==> config.mk <==
export PLATFORM = sky130hd
export DESIGN_NAME = fma16_ctrl
export DESIGN_NICKNAME = d
export VERILOG_FILES = /design/src/rtl/fma16_pkg.sv /design/src/rtl/fma16_opmap.sv /design/src/rtl/fma16_ctrl.sv
export SDC_FILE = /design/constraint.sdc
export NUM_CORES = 1
export LEC_CHECK = 0
export BUFFER_PORTS_ARGS = -buffer_cell sky130_fd_sc_hd__buf_2
export CAP_MARGIN = 20
export CORE_ASPECT_RATIO = 2
export CORE_MARGIN = 1
export CORE_UTILIZATION = 27
export CTS_CLUSTER_DIAMETER = 50
export DETAILED_ROUTE_END_ITERATION = 6
export GPL_ROUTABILITY_DRIVEN = 0
export PLACE_DENSITY_LB_ADDON = 0.15
export REMOVE_ABC_BUFFERS = 1
export SYNTH_ARGS = -nofsm -noshare
export SYNTH_HDL_FRONTEND = slang
export SYNTH_SLANG_ARGS = --single-unit
==> constraint.sdc <==
create_clock -name clk -period 2.3 [get_ports clk]
set_clock_uncertainty 0.2 [all_clocks]
set_input_delay 0.345 -clock clk [delete_from_list [all_inputs] [get_ports clk]]
set_output_delay 0.345 -clock clk [all_outputs]
set_load 0.02 [all_outputs]
==> src/rtl/fma16_pkg.sv <==
// Shared types and constants for the half-precision FMA sequencing controller.
package fma16_pkg;

  typedef enum logic [2:0] {
    FMADD      = 3'd0,
    FMSUB      = 3'd1,
    FNMSUB     = 3'd2,
    FNMADD     = 3'd3,
    FMUL       = 3'd4,
    FADD       = 3'd5,
    FSUB       = 3'd6,
    OP_ILLEGAL = 3'd7
  } op_e;

  typedef enum logic [1:0] {
    IDLE = 2'd0,
    EXEC = 2'd1,
    DONE = 2'd2
  } state_e;

  localparam int NV = 3;
  localparam int OF = 2;
  localparam int UF = 1;
  localparam int NX = 0;

  localparam logic [15:0] H_ONE       = 16'h3C00;
  localparam logic [15:0] H_NEG_ZERO  = 16'h8000;
  localparam logic [15:0] H_CANON_NAN = 16'h7E00;
  localparam logic [15:0] H_SIGN      = 16'h8000;

  localparam logic [3:0] FLAGS_INVALID = 4'(1 << NV);

endpackage

==> src/rtl/fma16_opmap.sv <==
// Maps an opcode and its A/B/C operands onto the datapath's x*y+z form.
module fma16_opmap
  import fma16_pkg::*;
(
  input  logic [2:0]  op_i,
  input  logic [15:0] a_i,
  input  logic [15:0] b_i,
  input  logic [15:0] c_i,
  output logic [15:0] x_o,
  output logic [15:0] y_o,
  output logic [15:0] z_o,
  output logic        illegal_o
);

  op_e op;
  assign op = op_e'(op_i);

  // Negation is a sign-bit flip only so NaN payloads reach the datapath untouched.
  always_comb begin
    x_o       = a_i;
    y_o       = b_i;
    z_o       = c_i;
    illegal_o = 1'b0;
    case (op)
      FMADD:  ;
      FMSUB:  z_o = c_i ^ H_SIGN;
      FNMSUB: x_o = a_i ^ H_SIGN;
      FNMADD: begin
        x_o = a_i ^ H_SIGN;
        z_o = c_i ^ H_SIGN;
      end
      FMUL:   z_o = H_NEG_ZERO;
      FADD: begin
        y_o = H_ONE;
        z_o = b_i;
      end
      FSUB: begin
        y_o = H_ONE;
        z_o = b_i ^ H_SIGN;
      end
      default: illegal_o = 1'b1;
    endcase
  end

endmodule

==> src/rtl/fma16_ctrl.sv <==
// Request/response sequencer that holds FMA operands for a multicycle window,
// captures the result and per-op flags, and accumulates sticky exception flags.
module fma16_ctrl
  import fma16_pkg::*;
#(
  parameter int EXEC_CYCLES = 2,
  parameter int TAGW        = 4
) (
  input  logic            clk,
  input  logic            reset_n,
  input  logic            req_valid,
  output logic            req_ready,
  input  logic [2:0]      req_op,
  input  logic [15:0]     req_a,
  input  logic [15:0]     req_b,
  input  logic [15:0]     req_c,
  input  logic [TAGW-1:0] req_tag,
  output logic [15:0]     dp_x,
  output logic [15:0]     dp_y,
  output logic [15:0]     dp_z,
  input  logic [15:0]     dp_result,
  input  logic [3:0]      dp_flags,
  output logic            rsp_valid,
  input  logic            rsp_ready,
  output logic [15:0]     rsp_result,
  output logic [3:0]      rsp_flags,
  output logic [TAGW-1:0] rsp_tag,
  output logic [3:0]      fflags,
  input  logic            fflags_clr
);

  localparam int CW = (EXEC_CYCLES > 1) ? $clog2(EXEC_CYCLES) : 1;

  state_e          state_q, state_d;
  logic [CW-1:0]   count_q, count_d;
  logic [15:0]     dp_x_q, dp_x_d, dp_y_q, dp_y_d, dp_z_q, dp_z_d;
  logic            rsp_valid_q, rsp_valid_d;
  logic [15:0]     rsp_result_q, rsp_result_d;
  logic [3:0]      rsp_flags_q, rsp_flags_d;
  logic [TAGW-1:0] rsp_tag_q, rsp_tag_d;
  logic [3:0]      fflags_q, fflags_d;

  logic [15:0] map_x, map_y, map_z;
  logic        map_illegal;
  logic        rsp_hs;

  fma16_opmap u_opmap (
    .op_i      (req_op),
    .a_i       (req_a),
    .b_i       (req_b),
    .c_i       (req_c),
    .x_o       (map_x),
    .y_o       (map_y),
    .z_o       (map_z),
    .illegal_o (map_illegal)
  );

  assign rsp_hs = rsp_valid_q & rsp_ready;

  always_comb begin
    state_d      = state_q;
    count_d      = count_q;
    dp_x_d       = dp_x_q;
    dp_y_d       = dp_y_q;
    dp_z_d       = dp_z_q;
    rsp_valid_d  = rsp_valid_q;
    rsp_result_d = rsp_result_q;
    rsp_flags_d  = rsp_flags_q;
    rsp_tag_d    = rsp_tag_q;
    fflags_d     = fflags_q;

    case (state_q)
      IDLE: begin
        if (req_valid) begin
          rsp_tag_d = req_tag;
          if (map_illegal) begin
            // Illegal ops bypass the datapath; its operands keep their last values.
            rsp_result_d = H_CANON_NAN;
            rsp_flags_d  = FLAGS_INVALID;
            rsp_valid_d  = 1'b1;
            state_d      = DONE;
          end else begin
            dp_x_d  = map_x;
            dp_y_d  = map_y;
            dp_z_d  = map_z;
            count_d = CW'(EXEC_CYCLES - 1);
            state_d = EXEC;
          end
        end
      end
      EXEC: begin
        if (count_q == '0) begin
          rsp_result_d = dp_result;
          rsp_flags_d  = dp_flags;
          rsp_valid_d  = 1'b1;
          state_d      = DONE;
        end else begin
          count_d = count_q - CW'(1);
        end
      end
      DONE: begin
        if (rsp_ready) begin
          rsp_valid_d = 1'b0;
          state_d     = IDLE;
        end
      end
      default: state_d = IDLE;
    endcase

    // A clear coinciding with a handshake keeps only the retiring op's flags.
    if (rsp_hs) begin
      fflags_d = fflags_clr ? rsp_flags_q : (fflags_q | rsp_flags_q);
    end else if (fflags_clr) begin
      fflags_d = '0;
    end
  end

  always_ff @(posedge clk or negedge reset_n) begin
    if (!reset_n) begin
      state_q      <= IDLE;
      count_q      <= '0;
      dp_x_q       <= '0;
      dp_y_q       <= '0;
      dp_z_q       <= '0;
      rsp_valid_q  <= 1'b0;
      rsp_result_q <= '0;
      rsp_flags_q  <= '0;
      rsp_tag_q    <= '0;
      fflags_q     <= '0;
    end else begin
      state_q      <= state_d;
      count_q      <= count_d;
      dp_x_q       <= dp_x_d;
      dp_y_q       <= dp_y_d;
      dp_z_q       <= dp_z_d;
      rsp_valid_q  <= rsp_valid_d;
      rsp_result_q <= rsp_result_d;
      rsp_flags_q  <= rsp_flags_d;
      rsp_tag_q    <= rsp_tag_d;
      fflags_q     <= fflags_d;
    end
  end

  assign req_ready  = (state_q == IDLE);
  assign dp_x       = dp_x_q;
  assign dp_y       = dp_y_q;
  assign dp_z       = dp_z_q;
  assign rsp_valid  = rsp_valid_q;
  assign rsp_result = rsp_result_q;
  assign rsp_flags  = rsp_flags_q;
  assign rsp_tag    = rsp_tag_q;
  assign fflags     = fflags_q;

endmodule

* Word-level counts from Yosys, hierarchy flattened
Cells that the tools add are included.
Storage, ports and cells: register bits after elaboration 80, bits of input ports 80, output and inout bits 78
Cells by class: $add $sub $neg 1, eq/ne operators 13, muxes and demuxes 28, bitwise operators 5, reductions and logical operators 15
Operators by type and width (count):
- $mux 16 | 5
- $pmux 16 s4 | 1
- $pmux 16 s2 | 1
- $mux 4 | 6
- $ne 2x2->1 const B | 5
- $eq 3x3->1 const B | 3
- $reduce_and 3->1 | 3
- $mux 2 | 4
- $pmux 4 s2 | 1
- $mux 1 | 7
- $reduce_or 7->1 | 1
- $eq 3x2->1 const B | 2
- $pmux 2 s3 | 1
- $reduce_or 2->1 | 3
- $reduce_and 5->1 | 1
- $or 4x4->4 | 1
- $reduce_and 4->1 | 1
- $reduce_bool 2->1 | 2
- $eq 3x1->1 const B | 1
- $logic_not 3->1 | 1
- $not 1->1 | 3
- $pmux 1 s3 | 1
- $reduce_bool 3->1 | 1
- $eq 2x1->1 const B | 1
- other kinds (6) | 6

* Depth between registers and ports, before layout
Gate-level depths: netlist of run 1.
depth after elaboration 5, depth in mapped cells 5, mapped depth without buffers 3

* Modules after synthesis
From an unflattened synthesis of run 1, not the netlist that was laid out.
Unflattened totals: cells, all modules 256, area, all modules 3495.9 µm²
By module, submodules not included:
- fma16_ctrl | times used 1, cells an instance 193, area an instance 3012.9 µm², seq. area each 2001.9 µm²
- fma16_opmap | times used 1, cells an instance 63, area an instance 483.0 µm², seq. area each 0.0 µm²

* Worst setup path before layout of run 1
Ideal clock, no wire load.
path kind reg2reg, from reg state_q[1], to reg dp_x_q[0], in the netlist dp_x[0], library setup time 125 ps, arrival time 1546 ps, path slack 429 ps, cell stages (with the launch flop) 6, path buffers 2, period minus slack after synthesis 1871 ps, cell sequence dfrtp_1 -> or3b_1 -> buf_6 -> nor2_4 -> buf_6 -> mux2_2
Between the ends: cells in the longest elaborated chain, start to end 2
RTL lines:
- from (decl) | line fma16_ctrl.sv:34 | state_e state_q, state_d;
- from (signal assigned) | line fma16_ctrl.sv:131 | state_q <= state_d;
- $logic_not 2->1 | line fma16_ctrl.sv:72 | case (state_q)
- $reduce_and 3->1 (no source line)
- to (signal assigned) | line fma16_ctrl.sv:133 | dp_x_q <= dp_x_d;
- to (decl) | line fma16_ctrl.sv:36 | logic [15:0] dp_x_q, dp_x_d, dp_y_q, dp_y_d, dp_z_q, dp_z_d;
Every way passes these cells. A chain may end at the register's enable or synchronous reset.

* Final worst setup path of run 1
from reg state_q[1], to reg dp_y_q[7], in the netlist dp_y[7]
Between the ends: cells in the longest elaborated chain, start to end 2
RTL lines:
- $logic_not 2->1 | line fma16_ctrl.sv:72
- $reduce_and 3->1 (no source line)
- to (signal assigned) | line fma16_ctrl.sv:134 | dp_y_q <= dp_y_d;
- to (decl) | line fma16_ctrl.sv:36
Every way passes these cells.

==> results.sh, run 1 <==
export IMPL_status="complete, no violations"
export IMPL_rr_worst_depth=5
export IMPL_holdWs_ns=0.0170
export IMPL_cts_sinks=80
export IMPL_hold_viol=0
export IMPL_cp_depth=5
export IMPL_syn_instance_count=288
export IMPL_peakVddDrop_uv=483
export IMPL_floorplan_die_area_sq_mm=0.0128
export IMPL_die_x_um=80.6
export IMPL_antenna_cells=0
export IMPL_critical_path_max_fanout=18
export IMPL_async_flop_share=1.00
export IMPL_min_path_cells=3
export IMPL_area_growth_pct=41.4
export IMPL_use_met1=0.172
export IMPL_wl_per_cell_um=16.3
export IMPL_yosys_warnings=0
export IMPL_drt_pass1_iterations=4
export IMPL_relSlewSlack=0.650
export IMPL_critPathTopFamily="buffers and inverters"
export IMPL_synth_top_area_share=0.601
export IMPL_first_global_vias=2942
export IMPL_crit_chain="or3b_1 > buf_4 > a211oi_4 > buf_4 > a22o_2"
export IMPL_postSynthAreaPerCell_sq_um=11.6
export IMPL_yosysMostFrequentCell="dfrtp_1"
export IMPL_critPathKind="flip-flop to flip-flop"
export IMPL_grt_pass1_wl_um=15500
export IMPL_netlist_area_sq_mm=0.00333
export IMPL_cts_buffers=9
export IMPL_wirelength_um=9890
export IMPL_slowest_stage="or3b_1"
export IMPL_grt_max_degree=39
export IMPL_num_rows=57
export IMPL_p_leak_nw=2.29
export IMPL_io_buffers=157
export IMPL_rsz0062_at_grt="false"
export IMPL_p_per_area_mw_per_mm2=1470
export IMPL_crit_top_cell="buf_4"
export IMPL_start_kind="flip-flop"
export IMPL_fmax_mhz=541
export IMPL_insertion_delay_ns=0.33
export IMPL_setup_tns_ns=0
export IMPL_num_vias=2904
export IMPL_grtUsageMet3=0.0338
export IMPL_synth_ff_type="dfrtp_1"
export IMPL_clk_pin_slew_ns=0.06
export IMPL_cts_tree="built"
export IMPL_drt_vias_per_instance=4.79
export IMPL_grt_overflow=0
export IMPL_worst_pin_slew_ns=0.522
export IMPL_cts_htree_levels=3
export IMPL_grt_usage=0.161
export IMPL_start_util=0.276
export IMPL_netlist_top_cells_area="dfrtp_1 (60%), o21ai_0 (7.1%), mux2_2 (6.8%), a32oi_1 (3.9%), nand2_1 (3.2%)"
export IMPL_crit_buf_inv=2
export IMPL_antenna_found_initial=0
export IMPL_fill_cells=1244
export IMPL_ys_ff_latch=80
export IMPL_required_ns=2.37
export IMPL_critPathMaxStageDelay_ns=0.44
export IMPL_hpwl_um=7270
export IMPL_core_sq_mm=0.0121
export IMPL_crit_arrival_ns=1.92
export IMPL_multi_input_area_sq_mm=0.00119
export IMPL_antenna_left=0
export IMPL_cts_setup_buffers=0
export IMPL_io_pins=158
export IMPL_dr_first_iter_drc_count=94
export IMPL_root_buffer="clkbuf_16"
export IMPL_ys_types=36
export IMPL_slew_violations=0
export IMPL_synth_seq_area_share=0.601
export IMPL_use_met2=0.285
export IMPL_drc=0
export IMPL_num_nets_final=534
export IMPL_hp_class="input pin to flip-flop"
export IMPL_setup_viol=0
export IMPL_fin_crit_sh=0.804
export IMPL_clock_path_buffers=2
export IMPL_grt_busiest_layer="met2"
export IMPL_cts_resized=0
export IMPL_synth_edff_count=0
export IMPL_maxCapViolCount=0
export IMPL_post_route_min_period_ns=1.85
export IMPL_yosysTopAreaCell="dfrtp_1"
export IMPL_drive_above_1_share=0.486
export IMPL_crit_path_end_kind="flip-flop"
export IMPL_regArea_sq_mm=0.00200
export IMPL_die_h_um=159
export IMPL_ys_top_cells_by_count="dfrtp_1 (80), o21ai_0 (47), nand2_1 (28), mux2_2 (20), nor2_1 (16)"
## power breakdown
| group | switching (mW) | internal (mW) | leakage, nW |
|---|---|---|---|
| combinational | 1.75 | 1.08 | 1.15 |
| clock | 0.569 | 1.12 | 0.172 |
| sequential | 0.340 | 2.06 | 0.970 |
| total | 2.66 | 4.26 | 2.29 |
## area by class of cell
cell class / count / area share
well taps: 147 / 0.0390
repair buffers: 174 / 0.200
inverters: 10 / 0.00797
flip-flops and latches: 80 / 0.425
clock inverters: 5 / 0.0218
clock buffers: 11 / 0.0536
multi-input cells: 179 / 0.253
## cell usage in the layout (no fill, tap or decap), types with 2 or more instances in the layout
cell type	count
a21oi_1	9
mux2_2	20
buf_4	15
nand2_1	28
nor2_1	16
nand3_1	5
inv_1	10
o21ai_0	47
buf_2	156
xnor2_1	2
bufinv_16	3
o21ai_1	2
clkbuf_16	9
a22o_1	6
a22o_2	6
nor3b_2	2
a2bb2oi_1	5
a32oi_1	15
clkbuf_8	2
dfrtp_1	80
buf_12	2
## tightest hold or removal path, cell delays in order
cell	delay, ns
buf_2	0.08
nand2_1	0.03
o21ai_0	0.06
## per-layer routing
metal  vias up  routed length, um  part of all wire
met2       127               5380              0.54
met5         -                  0                 0
met4         0                309             0.031
li1       1356                  -                 -
met1      1403               3620              0.37
met3        18                582             0.059
## what timing repair did
item,4_1_cts,5_1_grt
hold buffers,1,0
endpoints found under the hold margin,23,0
endpoints found under the setup margin,0,0
## worst paths after layout
path,from,to,slack [ns]
worst max-delay path,state_q[1],dp_y[7],0.45
worst min register to register,dp_x[5],dp_x[5],0.29
max in group asynchronous,reset_n,dp_x[5],1.04
worst max register to register,state_q[1],dp_y[7],0.45
worst min-delay path,dp_result[1],rsp_result[1],0.02
min in group asynchronous,reset_n,dp_y[3],0.28
## stage by stage
stage	util	instance area (sq um)	setup slack, ns	total power [mW]	cells
finish	0.391	4710	0.451	6.92	606
global route	0.391	4710	0.327	7.38	606
CTS	0.391	4710	0.443	7.03	606
detailed placement	0.361	4350	0.362	5.30	589
global placement	0.361	4350	0.413	5.24	589
floorplan	-	3220	0.140	4.10	269
## state kept, by name, summed over array words and instances, names as in the netlist
register    cells
rsp_flags       4
dp_x           16
fflags          4
dp_z           16
rsp_valid       1
state_q         2
dp_y           16
rsp_result     16
rsp_tag         4
count_q         1
## logic make-up after synthesis
kind of cell / share of synthesized area
multiplexers: 0.0740
AND/OR/NAND/NOR: 0.0815
XOR/XNOR: 0.0101
flip-flops: 0.601
AO/OA/AOI/OAI: 0.190
buffers and inverters: 0.0436
(Power assumes the default switching activity.)
==> inputs of run 2 (changes only) <==
Clock period 2.3 ns to 1.7 ns, I/O delays scaled along.
==> results.sh, run 2 (synthesized netlist as in run 1, its figures left out) <==
export IMPL_hpwl_um=7110
export IMPL_drt_vias_per_instance=4.74
export IMPL_io_pins=158
export IMPL_slew_violations=0
export IMPL_grt_overflow=0
export IMPL_clock_power_share=0.217
export IMPL_relSlewSlack=0.642
export IMPL_p_leak_nw=2.62
export IMPL_seqPwrFrac=0.340
export IMPL_cts_buffers=9
export IMPL_dp_cells=596
export IMPL_clock_path_buffers=2
export IMPL_fin_ws_ns=-0.0838
export IMPL_grt_usage=0.168
export IMPL_holdWs_ns=-0.000806
export IMPL_wl_per_cell_um=15.6
export IMPL_worst_pin_slew_ns=0.537
export IMPL_p_per_area_mw_per_mm2=1760
export IMPL_status="finished, violations left"
export IMPL_die_h_um=159
export IMPL_rr_worst_depth=4
export IMPL_num_vias=3188
export IMPL_p_sw_mw=3.73
export IMPL_area_growth_pct=63.7
export IMPL_post_route_min_period_ns=1.78
export IMPL_setup_viol=32
export IMPL_antenna_cells=0
export IMPL_cts_setup_buffers=0
export IMPL_die_x_um=80.6
export IMPL_grtUsageMet3=0.0327
export IMPL_violations="hold timing, setup timing"
export IMPL_stdcell_count=673
export IMPL_cts_tree="built"
export IMPL_num_nets_final=601
export IMPL_place_area_sq_mm=0.00445
export IMPL_crit_path_end_kind="flip-flop"
export IMPL_first_global_vias=3276
export IMPL_clk_pin_slew_ns=0.06
export IMPL_power_frac_comb=0.443
export IMPL_grt_max_degree=81
export IMPL_fmax_mhz=561
export IMPL_drive_above_1_share=0.447
export IMPL_io_buffers=157
export IMPL_grt_pass1_wl_um=16200
export IMPL_fin_crit_sh=1.05
export IMPL_peakVddDrop_uv=682
export IMPL_floorplan_die_area_sq_mm=0.0128
export IMPL_wirelength_um=10500
export IMPL_insertion_delay_ns=0.33
export IMPL_mostFrequentLayoutCell="buf_2"
export IMPL_fin_area_sq_mm=0.00545
export IMPL_critical_path_max_fanout=18
export IMPL_drt_pass1_iterations=6
export IMPL_drc=0
export IMPL_use_met2=0.309
export IMPL_utilization=0.452
export IMPL_p_sw_frac=0.388
export IMPL_start_util=0.276
export IMPL_grt_busiest_layer="met2"
export IMPL_cts_htree_levels=3
export IMPL_core_sq_mm=0.0121
export IMPL_power_mw=9.61
export IMPL_cellInternalPower_mw=5.88
export IMPL_hp_class="input pin to flip-flop"
export IMPL_use_met1=0.173
export IMPL_antenna_found_initial=0
export IMPL_cts_sinks=80
export IMPL_start_kind="flip-flop"
export IMPL_rsz0062_at_grt="true"
export IMPL_maxCapViolCount=0
export IMPL_min_path_cells=3
export IMPL_root_buffer="clkbuf_16"
export IMPL_final_cell_mix="buf_2 (156), dfrtp_1 (80), dlygate4sd3_1 (60)"
export IMPL_setup_tns_ns=-1.83
export IMPL_num_rows=57
export IMPL_dpl_worst_slack_ns=-0.107
export IMPL_crit_arrival_ns=1.80
export IMPL_dr_first_iter_drc_count=87
export IMPL_antenna_left=0
export IMPL_hold_viol=1
export IMPL_required_ns=1.72
export IMPL_fill_cells=1162
export IMPL_critPathKind="flip-flop to flip-flop"
## run 2: power by group through the flow
stage | combinational [mW] | sequential [mW] | clock [mW]
floorplan | 1.21 | 4.33 | 0
global placement | 3.99 | 3.27 | 0
detailed placement | 4.05 | 3.28 | 0
CTS | 4.19 | 3.26 | 2.16
global route | 4.61 | 3.40 | 2.23
finish | 4.26 | 3.26 | 2.08
## run 2: worst max-delay path, cell delays in order (launching register included)
cell and delay [ns]:
dfrtp_1 0.38, or3b_4 0.42, nor2_4 0.15, buf_12 0.18
mux2_2 0.34
## run 2: repair_timing
action	CTS	global route
hold endpoints to repair	142	0
setup endpoints to repair	56	63
hold buffers	60	0
cloned	0	1
resized for setup	7	23
## run 2: worst paths after layout
path	startpoint	to	slack (ns)
max	state_q[1]	dp_x[7]	-0.08
min	req_c[14]	dp_z[14]	-0.0008
max reg2reg	state_q[1]	dp_x[7]	-0.08
min reg2reg	dp_x[5]	dp_x[5]	0.28
max in group asynchronous	reset_n	dp_x[13]	0.65
min in group asynchronous	reset_n	fflags[1]	0.29
## run 2: area by class of cell
| class | count | area [sq um] | area share |
|---|---|---|---|
| sequential | 80 | 2000 | 0.367 |
| timing repair buffer | 241 | 1680 | 0.308 |
| multi-input combinational | 179 | 1230 | 0.225 |
| clock buffer | 9 | 225 | 0.0413 |
| tap | 147 | 184 | 0.0337 |
| clock inverter | 7 | 96.3 | 0.0177 |
| inverter | 10 | 37.5 | 0.00688 |
## run 2: metal layers
metal	vias to the layer above	share of wire	wire, um
li1	1497	-	-
met3	22	0.048	506
met4	0	0.030	309
met2	122	0.55	5730
met1	1547	0.37	3920
met5	-	0	0
